`src/rtl/rs5_plic_pkg.sv`:
```
// Shared constants and types for the RS5 platform-level interrupt controller.
package rs5_plic_pkg;

    localparam int PRIO_W = 3;
    localparam int ID_W   = 5;

    localparam logic [23:0] PRIO_BASE     = 24'h000000;
    localparam logic [23:0] PENDING_OFF   = 24'h001000;
    localparam logic [23:0] ENABLE_OFF    = 24'h002000;
    localparam logic [23:0] THRESHOLD_OFF = 24'h200000;
    localparam logic [23:0] CLAIM_OFF     = 24'h200004;

    typedef logic [PRIO_W-1:0] prio_t;
    typedef logic [ID_W-1:0]   id_t;

endpackage

```
`src/rtl/rs5_plic_arbiter.sv`:
```
// Combinational arbiter: highest priority above threshold wins, ties go to the lowest ID.
module rs5_plic_arbiter
    import rs5_plic_pkg::*;
#(
    parameter int i_cnt = 1
) (
    input  logic [i_cnt:1]             cand_i,
    input  logic [i_cnt:1][PRIO_W-1:0] prio_i,
    input  prio_t                      threshold_i,
    output id_t                        best_id_o
);

    prio_t best_prio;

    // Strict '>' keeps the earlier (lower) ID on equal priority; any eligible
    // priority is above the threshold and therefore above the initial zero.
    always_comb begin
        best_id_o = '0;
        best_prio = '0;
        for (int n = 1; n <= i_cnt; n++) begin
            if (cand_i[n] && (prio_i[n] > threshold_i) && (prio_i[n] > best_prio)) begin
                best_id_o = id_t'(n);
                best_prio = prio_i[n];
            end
        end
    end

endmodule

```
`src/rtl/rs5_plic.sv`:
```
// PLIC top: register file, level gateways, claim/complete tracking and the core interrupt line.
module rs5_plic
    import rs5_plic_pkg::*;
#(
    parameter int i_cnt = 1
) (
    input  logic             clk,
    input  logic             reset_n,
    input  logic             en_i,
    input  logic [3:0]       we_i,
    input  logic [23:0]      addr_i,
    input  logic [31:0]      data_i,
    output logic [31:0]      data_o,
    input  logic [i_cnt:1]   irq_i,
    input  logic             iack_i,
    output logic [i_cnt:1]   iack_o,
    output logic             irq_o
);

    logic [i_cnt:1][PRIO_W-1:0] prio_q, prio_d;
    logic [i_cnt:1]             pending_q, pending_d;
    logic [i_cnt:1]             enable_q, enable_d;
    logic [i_cnt:1]             in_flight_q, in_flight_d;
    logic [i_cnt:1]             iack_q, iack_d;
    prio_t                      threshold_q, threshold_d;
    id_t                        claim_q, claim_d;
    logic [31:0]                data_q, data_d;
    logic                       irq_q, irq_d;

    logic        wr_en, rd_en, prio_hit;
    logic [23:0] word_addr;
    id_t         prio_idx;
    id_t         best_id;
    logic [31:0] rd_data;

    assign wr_en     = en_i && (we_i != 4'h0);
    assign rd_en     = en_i && (we_i == 4'h0);
    assign word_addr = addr_i & 24'hFFFFFC;
    assign prio_idx  = word_addr[6:2];
    assign prio_hit  = (word_addr[23:7] == 17'h0) && (prio_idx != '0) && (int'(prio_idx) <= i_cnt);

    rs5_plic_arbiter #(.i_cnt(i_cnt)) u_arbiter (
        .cand_i      (pending_q & enable_q),
        .prio_i      (prio_q),
        .threshold_i (threshold_q),
        .best_id_o   (best_id)
    );

    always_comb begin
        rd_data = '0;
        if (prio_hit) begin
            for (int n = 1; n <= i_cnt; n++) begin
                if (prio_idx == id_t'(n)) rd_data[PRIO_W-1:0] = prio_q[n];
            end
        end else begin
            case (word_addr)
                PENDING_OFF:   for (int n = 1; n <= i_cnt; n++) rd_data[n] = pending_q[n];
                ENABLE_OFF:    for (int n = 1; n <= i_cnt; n++) rd_data[n] = enable_q[n];
                THRESHOLD_OFF: rd_data[PRIO_W-1:0] = threshold_q;
                CLAIM_OFF:     rd_data[ID_W-1:0]   = claim_q;
                default:       rd_data = '0;
            endcase
        end
    end

    always_comb begin
        prio_d      = prio_q;
        enable_d    = enable_q;
        threshold_d = threshold_q;
        in_flight_d = in_flight_q;
        claim_d     = claim_q;
        data_d      = rd_en ? rd_data : data_q;
        iack_d      = '0;

        if (wr_en) begin
            if (prio_hit) begin
                for (int n = 1; n <= i_cnt; n++) begin
                    if (prio_idx == id_t'(n)) prio_d[n] = data_i[PRIO_W-1:0];
                end
            end else begin
                case (word_addr)
                    ENABLE_OFF:    enable_d    = data_i[i_cnt:1];
                    THRESHOLD_OFF: threshold_d = data_i[PRIO_W-1:0];
                    CLAIM_OFF: begin
                        for (int n = 1; n <= i_cnt; n++) begin
                            if (data_i == 32'(n)) in_flight_d[n] = 1'b0;
                        end
                    end
                    default: ;
                endcase
            end
        end

        // Gateways block re-triggering while a source is pending or being serviced.
        pending_d = pending_q | (irq_i & ~in_flight_q);

        // Claim is applied last so it overrides a same-cycle gateway set.
        if (iack_i) begin
            claim_d = best_id;
            for (int n = 1; n <= i_cnt; n++) begin
                if (best_id == id_t'(n)) begin
                    pending_d[n]   = 1'b0;
                    in_flight_d[n] = 1'b1;
                    iack_d[n]      = 1'b1;
                end
            end
        end

        irq_d = (best_id != '0);
    end

    always_ff @(posedge clk or negedge reset_n) begin
        if (!reset_n) begin
            prio_q      <= '0;
            pending_q   <= '0;
            enable_q    <= '0;
            in_flight_q <= '0;
            iack_q      <= '0;
            threshold_q <= '0;
            claim_q     <= '0;
            data_q      <= '0;
            irq_q       <= 1'b0;
        end else begin
            prio_q      <= prio_d;
            pending_q   <= pending_d;
            enable_q    <= enable_d;
            in_flight_q <= in_flight_d;
            iack_q      <= iack_d;
            threshold_q <= threshold_d;
            claim_q     <= claim_d;
            data_q      <= data_d;
            irq_q       <= irq_d;
        end
    end

    assign data_o = data_q;
    assign iack_o = iack_q;
    assign irq_o  = irq_q;

endmodule

```
`config.mk`:
```
export PLATFORM = sky130hd
export DESIGN_NAME = rs5_plic
export DESIGN_NICKNAME = d
export VERILOG_FILES = /design/src/rtl/rs5_plic_pkg.sv /design/src/rtl/rs5_plic_arbiter.sv /design/src/rtl/rs5_plic.sv
export SDC_FILE = /design/constraint.sdc
export NUM_CORES = 1
export LEC_CHECK = 0
export ABC_AREA = 0
export ABC_CLOCK_PERIOD_IN_PS = 1950
export CORE_MARGIN = 3
export CORE_UTILIZATION = 32
export CTS_CLUSTER_SIZE = 24
export DETAILED_ROUTE_END_ITERATION = 8
export HOLD_SLACK_MARGIN = 0.06
export PLACE_DENSITY = 0.83
export SETUP_SLACK_MARGIN = 0.05
export SLEW_MARGIN = 15
export SYNTH_ARGS = -nofsm -noshare
export SYNTH_HDL_FRONTEND = slang
export SYNTH_SLANG_ARGS = --single-unit
```
`constraint.sdc`:
```
create_clock -name clk -period 1.95 [get_ports clk]
set_input_delay 0.2925 -clock clk [delete_from_list [all_inputs] [get_ports clk]]
set_output_delay 0.2925 -clock clk [all_outputs]
set_load 0.01 [all_outputs]
```
==> results_dict.tcl <==
set metrics [dict create \
    worst_path_dominant_cell_family "simple AND/OR/NAND/NOR gates" \
    routed_wire_length_per_instance_um 12.6 \
    worst_setup_path_startpoint "addr_i[7]" \
    fin_skew_ps 2.40 \
    largest_net_degree_at_the_start_of_global_routing 16 \
    power_leakage_nw 0.879 \
    die-area_um2 4490 \
    totalNegativeSetupSlack_ps -155 \
    worst-endpoint-required_ps 2080 \
    worst-r2r-cell-count 6 \
    mapped_cells 125 \
    postSynth.asyncResetShare_pct 100 \
    grt_pass1_vias 1231 \
    timing.critical_path.arrival_ps 2140 \
    fmax_ghz 0.498 \
    rsz0062_at_grt "yes" \
    core_area_um2 3470 \
    synth_edf_count 0 \
    floorplan.die.height_um 67.0 \
    synth.yosys.seq_area_share_pct 31.5 \
    synth-warning-count 0 \
    cts-htree-levels 1 \
    layout.cell_area.non_filler_um2 2020 \
    setup_viol 5 \
    route.vias.total 1205 \
    latest_clock_arrival_within_the_worst_skew_pair_ps 240 \
    mappedNetlistArea_um2 1190 \
    synthDistinctLibCells 39 \
    cts_buffers 3 \
    crit_end "prio_q[2]" \
    violated_checks "setup timing" \
    grt_util_all_layers_pct 13.7 \
    nFillCells 304 \
    dpl-instance-area_um2 1890 \
    n_antenna_cell 0 \
    path_max_fanout 3 \
    detailedRoute.firstIterationViolations 26 \
    place_congestion 0.869 \
    placement.io_buffers 67 \
    drt_first_pass_iters 4 \
    ys_seq_elements 15 \
    place.detailed.hpwl_um 2690 \
    initial_core_util_pct 34.3 \
    slew-limit-headroom_pct 55.5 \
    chipWidth_um 67.0 \
    vias_per_cell 4.69 \
    cap_viol_max_count 0 \
    worstMarginPinSlew_ps 666 \
    irDropWorstVdd_v 0.000176 \
    path_buf_inv 2 \
    post-route-min-period_ps 2010 \
    timing.critical_path.cells "clkbuf_2 > or4_4 > or3_4 > buf_12 > nor4_4 > mux2_4" \
    cp.depth 6 \
    area_delta_synth_final_pct 70.1 \
    worst-r2r-setup-slack_ps 230 \
    drv_slew 0 \
    powerDensity_nw_per_um2 406 \
    placement_rows 21 \
    fin_worst_hold_slack_ps 453 \
    ant_nets 0 \
    layout-drive-gt1-share_pct 20.9 \
    postSynth.topFlopCell "sky130_fd_sc_hd__dfrtp_1" \
    ioPinCount 99 \
    worst_path_largest_cell_delay_ps 540 \
    total_length_of_routed_wires_um 3250 \
    final_min_period_over_clock_period_pct 103 \
    critPathLaunchType "input port" \
    capturing_point_of_the_worst_reg2reg_path "in_flight_q" \
    cts_tree "built" \
    cp_capture_type "flop" \
    worstSetupPathType "input port to flop" \
    cts_sinks 15 \
    final_critical_path_setup_slack_ps -57.1 \
    first_pass_grt_wire_length_um 4800 \
    avgSynthCellArea_um2 9.52 \
    crit-reg2reg-launch "prio_q[1]" \
    hold_path_class "input port to asynchronous set/reset pin" \
    clock_tree.buffer_depth 2 \
    nNetsFinal 280 \
    critical_path.slowest_cell "sky130_fd_sc_hd__or4_4" \
    drc 0 \
    clk_pin_slew_worst_paths_ps 60 \
    globalRoute.totalOverflow 0 \
    status "complete, but fails checks" \
    grt_antenna_before_repair 0 \
    hold_viol 0 \
    clock-root-buffer "sky130_fd_sc_hd__clkbuf_8" \
]
-- layout make-up --
cell class | instances | area [µm²] | area share, %
Clock buffer | 3 | 41.3 | 2.04
Clock inverter | 1 | 5.00 | 0.247
Inverter | 7 | 26.3 | 1.30
Multi-Input combinational cell | 100 | 714 | 35.3
Sequential cell | 15 | 375 | 18.5
Tap cell | 46 | 57.6 | 2.84
Timing Repair Buffer | 85 | 805 | 39.7
-- sequential cells by signal, indices dropped and copies added (netlist names) --
| name | count |
|---|---|
| data_o | 3 |
| prio_q | 3 |
| threshold_q | 3 |
| claim_q | 1 |
| enable_q | 1 |
| iack_o | 1 |
| in_flight_q | 1 |
| irq_o | 1 |
| pending_q | 1 |
-- cell usage after synthesis, types with 2 or more instances --
cell	count	area share [%]
sky130_fd_sc_hd__a21oi_1	4	1.7
sky130_fd_sc_hd__and2_1	2	1.1
sky130_fd_sc_hd__buf_4	29	18
sky130_fd_sc_hd__dfrtp_1	15	32
sky130_fd_sc_hd__ha_1	3	3.2
sky130_fd_sc_hd__inv_1	7	2.2
sky130_fd_sc_hd__mux2_1	6	5.7
sky130_fd_sc_hd__nand2_1	3	0.95
sky130_fd_sc_hd__nand4_1	4	2.1
sky130_fd_sc_hd__nor2_1	8	2.5
sky130_fd_sc_hd__nor2b_1	2	1.1
sky130_fd_sc_hd__nor4_1	11	5.8
sky130_fd_sc_hd__nor4_4	3	5.4
sky130_fd_sc_hd__nor4b_1	2	1.5
sky130_fd_sc_hd__o21a_1	2	1.3
-- metal layers --
| layer | routed length [µm] | vias up | global-route usage [%] |
|---|---|---|---|
| li1 | - | 569 | - |
| met1 | 1110 | 557 | 14.2 |
| met2 | 1710 | 75 | 26.6 |
| met3 | 374 | 4 | 2.02 |
| met4 | 53 | 0 | 6.33 |
| met5 | 0 | - | 0 |
-- worst register-to-register path: cells and delay by family, from the launching register on --
kind / cells / cell delay (ps)
compound gates: 3 / 500
flops: 1 / 440
fa+ha+maj: 1 / 340
simple gates: 2 / 330
-- layout by cell type (no fill, tap or decap), types with 3 or more instances in the layout --
master,count
sky130_fd_sc_hd__nor4_2,3
sky130_fd_sc_hd__nor2_1,8
sky130_fd_sc_hd__dfrtp_1,15
sky130_fd_sc_hd__clkdlybuf4s50_1,63
sky130_fd_sc_hd__inv_1,7
sky130_fd_sc_hd__ha_1,3
sky130_fd_sc_hd__buf_4,17
sky130_fd_sc_hd__nand4_1,4
sky130_fd_sc_hd__mux2_4,5
sky130_fd_sc_hd__conb_1,29
sky130_fd_sc_hd__clkbuf_8,3
sky130_fd_sc_hd__nor4_1,9
sky130_fd_sc_hd__a21oi_1,4
sky130_fd_sc_hd__nor4_4,3
-- how the worst min path moves through the flow --
| stage | to | start | cells past startpoint |
|---|---|---|---|
| finish | irq_o | reset_n | 1 |
| global route | irq_o | reset_n | 1 |
| CTS | irq_o | reset_n | 1 |
| detailed placement | in_flight_q | in_flight_q | 1 |
| global placement | in_flight_q | in_flight_q | 1 |
| floorplan | claim_q[0] | reset_n | 0 |
-- stage by stage --
step                      setup WS [ps]  instances  total power, W  utilization (%)
after floorplan                   -67.6        153        0.000440                -
after detailed placement           -613        248        0.000578             54.4
after global routing              -89.2        257        0.000865             58.4
after CTS                         -62.1        255        0.000830             57.2
final                             -57.1        257        0.000822             58.4
after global placement             -549        248        0.000575             54.4
-- cell families (layout without fill, tap and decap cells) --
family,Yosys count,in the layout,synth area share (%)
adders and majority gates,3,3,3.15
buffers and inverters,38,96,21.8
and+or+nand+nor,44,44,26.5
DFF,15,15,31.5
AOI/OAI and AO/OA,17,17,10.1
muxes,7,7,6.62
other,1,29,0.315
-- what timing repair did --
item | in CTS | in global routing
setup endpoints to repair | 10 | 11
buffers inserted | 3 | 2
gates resized for setup | 17 | 8
pin swaps | 5 | 7
hold buffers | 0 | 0
-- report_power, final --
part	switching, W	total, W	internal, W
Combinational	0.0000908	0.000243	0.000152
Sequential	0.00000707	0.000331	0.000324
Clock	0.000106	0.000248	0.000141
Power figures use the tool's default switching activity.
